--- src/rtl/ens_pkg.sv ---
// Shared constants, width helpers and FSM state type for the ensemble vote / argmax block.
package ens_pkg;

    localparam int ENS_NUM_CLASSES = 10;
    localparam int ENS_SCORE_W     = 2;
    localparam int ENS_NUM_ENS     = 4;

    function automatic int clog2_min1(input int n);
        return (n > 1) ? $clog2(n) : 1;
    endfunction

    function automatic int acc_width(input int score_w, input int num_ens);
        return score_w + $clog2(num_ens);
    endfunction

    localparam int ENS_ACC_W = acc_width(ENS_SCORE_W, ENS_NUM_ENS);
    localparam int ENS_IDX_W = clog2_min1(ENS_NUM_CLASSES);

    typedef enum logic [1:0] {
        ST_ACCUM = 2'd0,
        ST_SCAN  = 2'd1,
        ST_HOLD  = 2'd2
    } ens_state_e;

endpackage

--- src/rtl/ens_vote_argmax_if.sv ---
// Score-word input stream and classification result stream of ens_vote_argmax.
interface ens_vote_argmax_if #(
    parameter int NUM_CLASSES = ens_pkg::ENS_NUM_CLASSES,
    parameter int SCORE_W     = ens_pkg::ENS_SCORE_W,
    parameter int NUM_ENS     = ens_pkg::ENS_NUM_ENS
);
    localparam int ACC_W = ens_pkg::acc_width(SCORE_W, NUM_ENS);
    localparam int IDX_W = ens_pkg::clog2_min1(NUM_CLASSES);

    logic                           in_valid;
    logic                           in_ready;
    logic [NUM_CLASSES*SCORE_W-1:0] in_scores;
    logic                           out_valid;
    logic                           out_ready;
    logic [IDX_W-1:0]               out_class;
    logic [ACC_W-1:0]               out_score;

    modport master (
        output in_valid, in_scores, out_ready,
        input  in_ready, out_valid, out_class, out_score
    );

    modport slave (
        input  in_valid, in_scores, out_ready,
        output in_ready, out_valid, out_class, out_score
    );
endinterface

--- src/rtl/ens_score_acc.sv ---
// Single-class score accumulator with synchronous clear and add enable.
module ens_score_acc #(
    parameter int SCORE_W = 2,
    parameter int ACC_W   = 4
) (
    input  logic               clk,
    input  logic               rst_n,
    input  logic               clr,
    input  logic               add_en,
    input  logic [SCORE_W-1:0] add_val,
    output logic [ACC_W-1:0]   acc
);
    logic [ACC_W-1:0] acc_r;

    // Running sum; clear wins over add.
    always_ff @(posedge clk) begin
        if (!rst_n) begin
            acc_r <= {ACC_W{1'b0}};
        end else if (clr) begin
            acc_r <= {ACC_W{1'b0}};
        end else if (add_en) begin
            acc_r <= acc_r + ACC_W'(add_val);
        end else begin
            acc_r <= acc_r;
        end
    end

    assign acc = acc_r;
endmodule

--- src/rtl/ens_vote_argmax.sv ---
// Sums NUM_ENS final-layer score words per class, then scans the sums one class
// per cycle and presents the lowest-index maximum as the classification result.
module ens_vote_argmax
    import ens_pkg::*;
#(
    parameter int NUM_CLASSES = ENS_NUM_CLASSES,
    parameter int SCORE_W     = ENS_SCORE_W,
    parameter int NUM_ENS     = ENS_NUM_ENS
) (
    input logic               clk,
    input logic               rst_n,
    ens_vote_argmax_if.slave  bus
);
    localparam int ACC_W = acc_width(SCORE_W, NUM_ENS);
    localparam int IDX_W = clog2_min1(NUM_CLASSES);
    localparam int CNT_W = clog2_min1(NUM_ENS);

    ens_state_e       state_r;
    ens_state_e       state_nxt_s;
    logic [CNT_W-1:0] beat_cnt_r;
    logic [IDX_W-1:0] scan_idx_r;
    logic [IDX_W-1:0] best_idx_r;
    logic [ACC_W-1:0] best_score_r;
    logic [ACC_W-1:0] cur_score_s;
    logic [ACC_W-1:0] acc_s [NUM_CLASSES];
    logic             in_ready_r;
    logic             out_valid_r;
    logic [IDX_W-1:0] out_class_r;
    logic [ACC_W-1:0] out_score_r;
    logic             in_fire_s;
    logic             out_fire_s;
    logic             beat_last_s;
    logic             scan_last_s;
    logic             cur_better_s;

    // in_ready/out_valid are registered state decodes, so handshakes never feed outputs combinationally.
    assign in_fire_s    = bus.in_valid & in_ready_r;
    assign out_fire_s   = out_valid_r & bus.out_ready;
    assign beat_last_s  = (beat_cnt_r == CNT_W'(NUM_ENS - 1));
    assign scan_last_s  = (scan_idx_r == IDX_W'(NUM_CLASSES - 1));
    assign cur_better_s = (scan_idx_r == {IDX_W{1'b0}}) || (cur_score_s > best_score_r);

    genvar gc;
    generate
        for (gc = 0; gc < NUM_CLASSES; gc++) begin : g_acc
            ens_score_acc #(
                .SCORE_W (SCORE_W),
                .ACC_W   (ACC_W)
            ) u_acc (
                .clk     (clk),
                .rst_n   (rst_n),
                .clr     (out_fire_s),
                .add_en  (in_fire_s),
                .add_val (bus.in_scores[gc*SCORE_W +: SCORE_W]),
                .acc     (acc_s[gc])
            );
        end
    endgenerate

    // Select the accumulator currently under comparison.
    always_comb begin
        cur_score_s = {ACC_W{1'b0}};
        for (int c = 0; c < NUM_CLASSES; c++) begin
            if (scan_idx_r == IDX_W'(c)) begin
                cur_score_s = acc_s[c];
            end else begin
                cur_score_s = cur_score_s;
            end
        end
    end

    // Next-state logic.
    always_comb begin
        state_nxt_s = state_r;
        case (state_r)
            ST_ACCUM: begin
                if (in_fire_s && beat_last_s) begin
                    state_nxt_s = ST_SCAN;
                end else begin
                    state_nxt_s = ST_ACCUM;
                end
            end
            ST_SCAN: begin
                if (scan_last_s) begin
                    state_nxt_s = ST_HOLD;
                end else begin
                    state_nxt_s = ST_SCAN;
                end
            end
            ST_HOLD: begin
                if (out_fire_s) begin
                    state_nxt_s = ST_ACCUM;
                end else begin
                    state_nxt_s = ST_HOLD;
                end
            end
            default: state_nxt_s = ST_ACCUM;
        endcase
    end

    // State register with handshake flags registered from the next state.
    always_ff @(posedge clk) begin
        if (!rst_n) begin
            state_r     <= ST_ACCUM;
            in_ready_r  <= 1'b1;
            out_valid_r <= 1'b0;
        end else begin
            state_r     <= state_nxt_s;
            in_ready_r  <= (state_nxt_s == ST_ACCUM);
            out_valid_r <= (state_nxt_s == ST_HOLD);
        end
    end

    // Beat counter; wraps to zero on the final ensemble member.
    always_ff @(posedge clk) begin
        if (!rst_n) begin
            beat_cnt_r <= {CNT_W{1'b0}};
        end else if (in_fire_s) begin
            beat_cnt_r <= beat_last_s ? {CNT_W{1'b0}} : beat_cnt_r + CNT_W'(1);
        end else begin
            beat_cnt_r <= beat_cnt_r;
        end
    end

    // Argmax scan; class 0 seeds the best registers, strict > keeps the lowest index on ties.
    always_ff @(posedge clk) begin
        if (!rst_n) begin
            scan_idx_r   <= {IDX_W{1'b0}};
            best_idx_r   <= {IDX_W{1'b0}};
            best_score_r <= {ACC_W{1'b0}};
            out_class_r  <= {IDX_W{1'b0}};
            out_score_r  <= {ACC_W{1'b0}};
        end else if (state_r == ST_SCAN) begin
            scan_idx_r <= scan_last_s ? {IDX_W{1'b0}} : scan_idx_r + IDX_W'(1);
            if (cur_better_s) begin
                best_idx_r   <= scan_idx_r;
                best_score_r <= cur_score_s;
            end else begin
                best_idx_r   <= best_idx_r;
                best_score_r <= best_score_r;
            end
            if (scan_last_s) begin
                out_class_r <= cur_better_s ? scan_idx_r : best_idx_r;
                out_score_r <= cur_better_s ? cur_score_s : best_score_r;
            end else begin
                out_class_r <= out_class_r;
                out_score_r <= out_score_r;
            end
        end else begin
            scan_idx_r   <= {IDX_W{1'b0}};
            best_idx_r   <= best_idx_r;
            best_score_r <= best_score_r;
            out_class_r  <= out_class_r;
            out_score_r  <= out_score_r;
        end
    end

    assign bus.in_ready  = in_ready_r;
    assign bus.out_valid = out_valid_r;
    assign bus.out_class = out_class_r;
    assign bus.out_score = out_score_r;
endmodule

--- src/flat_wrapper.sv ---
// flat-port wrapper written by rule: the top's interface ports become plain ports
module ens_vote_argmax_flat import ens_pkg::*;
#(
    parameter int NUM_CLASSES = ENS_NUM_CLASSES,
    parameter int SCORE_W     = ENS_SCORE_W,
    parameter int NUM_ENS     = ENS_NUM_ENS
)
  (clk, rst_n, bus_in_valid, bus_in_scores, bus_out_ready, bus_in_ready, bus_out_valid, bus_out_class, bus_out_score);
  ens_vote_argmax_if #(.NUM_CLASSES(NUM_CLASSES), .SCORE_W(SCORE_W), .NUM_ENS(NUM_ENS)) bus_i ();
  input logic clk;
  input logic rst_n;
  input wire logic [$bits(bus_i.in_valid)-1:0] bus_in_valid;
  input wire logic [$bits(bus_i.in_scores)-1:0] bus_in_scores;
  input wire logic [$bits(bus_i.out_ready)-1:0] bus_out_ready;
  output wire logic [$bits(bus_i.in_ready)-1:0] bus_in_ready;
  output wire logic [$bits(bus_i.out_valid)-1:0] bus_out_valid;
  output wire logic [$bits(bus_i.out_class)-1:0] bus_out_class;
  output wire logic [$bits(bus_i.out_score)-1:0] bus_out_score;
  assign bus_i.in_valid = bus_in_valid;
  assign bus_i.in_scores = bus_in_scores;
  assign bus_i.out_ready = bus_out_ready;
  assign bus_in_ready = bus_i.in_ready;
  assign bus_out_valid = bus_i.out_valid;
  assign bus_out_class = bus_i.out_class;
  assign bus_out_score = bus_i.out_score;
  ens_vote_argmax #(.NUM_CLASSES(NUM_CLASSES), .SCORE_W(SCORE_W), .NUM_ENS(NUM_ENS)) u_core (.clk(clk), .rst_n(rst_n), .bus(bus_i));
endmodule
--- config.mk ---
export PLATFORM = sky130hd
export DESIGN_NAME = ens_vote_argmax_flat
export DESIGN_NICKNAME = d
export VERILOG_FILES = /design/src/rtl/ens_pkg.sv /design/src/rtl/ens_vote_argmax_if.sv /design/src/rtl/ens_score_acc.sv /design/src/rtl/ens_vote_argmax.sv /design/src/flat_wrapper.sv
export SDC_FILE = /design/constraint.sdc
export NUM_CORES = 1
export LEC_CHECK = 0
export BUFFER_PORTS_ARGS = -buffer_cell sky130_fd_sc_hd__buf_2
export CAP_MARGIN = 20
export CORE_AREA = 2 2 83 85
export CTS_CLUSTER_SIZE = 28
export DETAILED_ROUTE_END_ITERATION = 10
export DIE_AREA = 0 0 85 87
export GPL_TIMING_DRIVEN = 0
export HOLD_SLACK_MARGIN = 0.06
export PLACE_DENSITY = 0.76
export SYNTH_ARGS = -nofsm -noshare
export SYNTH_HDL_FRONTEND = slang
export SYNTH_HIERARCHICAL = 1
export SYNTH_SLANG_ARGS = --single-unit
export TNS_END_PERCENT = 30
--- constraint.sdc ---
create_clock -name clk -period 6.6 [get_ports clk]
set_input_delay 0.33 -clock clk [delete_from_list [all_inputs] [get_ports clk]]
set_output_delay 0.33 -clock clk [all_outputs]
set_load 0.005 [all_outputs]
==> impl_metrics.env <==
export IMPL_layout_common_cells="dfxtp_1 (66), nor2_1 (41), buf_2 (40)"
export IMPL_swShare_pct=26.35
export IMPL_cp_data_required_time_ps=6860
export IMPL_cts_clk_slew_worst_paths_ps=70
export IMPL_cp_end_kind="flop"
export IMPL_clock_root_buffer="clkbuf_8"
export IMPL_power_switching_w=0.0002445
export IMPL_synthToLayoutAreaGrowth_pct=13.20
export IMPL_rows=30
export IMPL_async_reset_ff_share_pct=0
export IMPL_dr_pass1_iters=4
export IMPL_holdCritPathClass="input port to flop"
export IMPL_drtIter0Drc=301
export IMPL_dp_cells=534
export IMPL_rr_endpoint="u_core/bus.out_score[1]"
export IMPL_numCtsBuffers=9
export IMPL_finClkSkew_ps=12.11
export IMPL_r2r_slack_ps=3150
export IMPL_finalWorstSetupSlack_ps=3154
export IMPL_crit_end="u_core/bus.out_score[1]"
export IMPL_synth_edff_count=0
export IMPL_die_h_um=87
export IMPL_seqPwrFrac_pct=47.4
export IMPL_hold_buffers=0
export IMPL_finalSetupViolCount=0
export IMPL_routed_wl_mm=8.340
export IMPL_internal_power_w=0.0006835
export IMPL_p_leak_nw=1.806
export IMPL_cts_resized=0
export IMPL_fin_nets=528
export IMPL_clk_latency_ps=340
export IMPL_netlist_instances=420
export IMPL_cp_max_fo=10
export IMPL_p_comb_share_pct=12.9
export IMPL_startpoint="u_core/scan_idx_r[1]"
export IMPL_cts_tree="built"
export IMPL_initial_core_util_pct=57.89
export IMPL_final_common_cell="dfxtp_1"
export IMPL_r2r_start="u_core/scan_idx_r[1]"
export IMPL_diodes=0
export IMPL_fmax_ghz=0.2902
export IMPL_min_period_ps=3446
export IMPL_via_count=3185
export IMPL_placement_io_buffers=33
export IMPL_place_hpwl_mm=6.311
export IMPL_grt_pass1_vias=3121
export IMPL_n_fill_cell=552
export IMPL_syn_mean_instance_area_um2=9.053
export IMPL_grt_overflow=0
export IMPL_die_w_um=85
export IMPL_synthFlopType="dfxtp_1"
export IMPL_clock_sinks=66
export IMPL_fp_dieArea_um2=7395
export IMPL_gp_congestion=0.9036
export IMPL_antenna_left=0
export IMPL_pre_cts_ws_ps=3215
export IMPL_fin_crit_sh_pct=52.21
export IMPL_yosys_warnings=6
export IMPL_grt_pass1_wl_mm=14.46
export IMPL_hold_ws_ps=351.1
export IMPL_register_area_um2=1321
export IMPL_seq_area_frac_synth_pct=34.75
export IMPL_hold_viol_final=0
export IMPL_worstPathArrival_ps=3700
export IMPL_multi_input_area_um2=2337
export IMPL_grt_use_total_pct=24.67
export IMPL_slew_headroom_pct=68.64
export IMPL_synth_cell_area_um2=3802
export IMPL_ys_seq_elements=66
export IMPL_critPathKind="flop to flop"
export IMPL_route_detailed_drc=0
export IMPL_pwr_share_clk_pct=39.6
export IMPL_worst_r2r_cell_count=14
export IMPL_fin_cells=550
export IMPL_worst_pin_slew_ps=469.4
export IMPL_drive_gt1_share_pct=17.23
export IMPL_setup_tns_ps=0
export IMPL_clockBufferDepth=2
export IMPL_power_density_nw_per_um2=215.6
export IMPL_grt_setup_unrepaired="false"
export IMPL_core_area_um2=6569
export IMPL_critPathLaunchType="flop"
export IMPL_viasPerCell=5.791
export IMPL_cap_viol_max_count=0
export IMPL_ios=34
export IMPL_final_max_slew_viol_count=0
export IMPL_vdd_drop_max_mv=0.2065
export IMPL_status="completed"
export IMPL_utilization_pct=65.52
export IMPL_worstHoldStart="bus_in_scores[14]"
export IMPL_yosysUniqueCellTypes=49
export IMPL_cts_htree_levels=3
export IMPL_post_cts_buffers=0
export IMPL_routedWlPerCell_um=15.16
export IMPL_antenna_found_initial=0
export IMPL_synth_nets=483
export IMPL_grt_max_degree=37
==> layer usage <==
layer | up-vias | wire length [µm] | track usage, % | part of all wire [%]
li1 | 1602 | - | - | -
met1 | 1495 | 3944 | 34.11 | 47
met2 | 79 | 3862 | 39.06 | 46
met3 | 9 | 434 | 5.687 | 5.2
met4 | 0 | 99 | 6.638 | 1.2
met5 | - | 0 | 0 | 0
==> kinds of logic after synthesis <==
group | synth area share [%]
DFF | 34.75
xor gates and xnor gates | 2.764
and+or+nand+nor | 19.41
AOI/OAI and AO/OA | 19.22
adders and majority gates | 14.81
muxes | 5.265
buffers and inverters | 3.784
==> synthesized netlist by cell type, types with 6 or more instances <==
master    number  area share [%]
nand3_1       18             2.4
nor2b_1        6            0.99
dfxtp_1       66              35
ha_1          29             9.5
nor2_1        41             4.0
a21oi_1       38             5.0
o21ai_0       17             2.2
nand2_2       10             1.6
fa_1          10             5.3
inv_1         20             2.0
buf_2          7            0.92
o22ai_1        9             1.5
nand2_1       26             2.6
or3_1         10             1.6
nand2b_1      11             1.8
xor2_1        11             2.5
mux2i_1       20             5.3
==> per-stage QoR <==
step	total power, W	cell area, µm²
after detailed placement	0.0005689	4088
after CTS	0.0009387	4304
after global placement	0.0005597	4068
after floorplan	0.0005286	3802
final	0.0009280	4304
after global routing	0.0009778	4304
==> flip-flops by register name, indices dropped and copies added (netlist names) <==
name	flops
u_core/bus.in_ready	1
u_core/state_r	2
u_core/beat_cnt_r	2
u_core/bus.out_valid	1
u_core/bus.out_score	4
u_core/scan_idx_r	4
u_core/g_acc.u_acc/acc	40
u_core/best_idx_r	4
u_core/best_score_r	4
u_core/bus.out_class	4
==> layout make-up <==
class	count	area share, %
Inverter	21	1.831
Sequential cell	66	30.70
Clock buffer	10	2.965
Multi-Input combinational cell	321	54.30
Tap cell	80	2.326
Timing Repair Buffer	34	4.302
Clock inverter	6	2.064
Buffer	12	1.512
==> how the worst min path moves through the flow <==
stage	to	slack, ps	cells after the start
global route	u_core/g_acc[5].u_acc/acc[0]	370	4
detailed placement	u_core/beat_cnt_r[1]	460	2
CTS	u_core/g_acc[7].u_acc/acc[0]	340	4
floorplan	u_core/state_r[0]	440	1
global placement	u_core/beat_cnt_r[1]	450	2
finish	u_core/g_acc[7].u_acc/acc[0]	350	4
==> worst max-delay path: stages (launching register included) <==
cell and delay (ps):
dfxtp_1 430, inv_1 100, ha_1 200, buf_4 170
or2_1 270, a221oi_1 260, o22ai_1 150, o221ai_2 230
inv_1 80, ha_1 290, nor2b_1 130, o211a_1 220
o21ai_1 350, nand4_1 270, o221ai_1 230
==> power by group through the flow <==
stage	logic (W)	registers, W	clock network (W)
after floorplan	0.0000866	0.000442	0
after global placement	0.000112	0.000448	0
after detailed placement	0.000120	0.000449	0
after CTS	0.000121	0.000440	0.000378
after global routing	0.000140	0.000444	0.000394
final	0.000120	0.000440	0.000368
No activity file was read; power rests on OpenSTA's default activity.
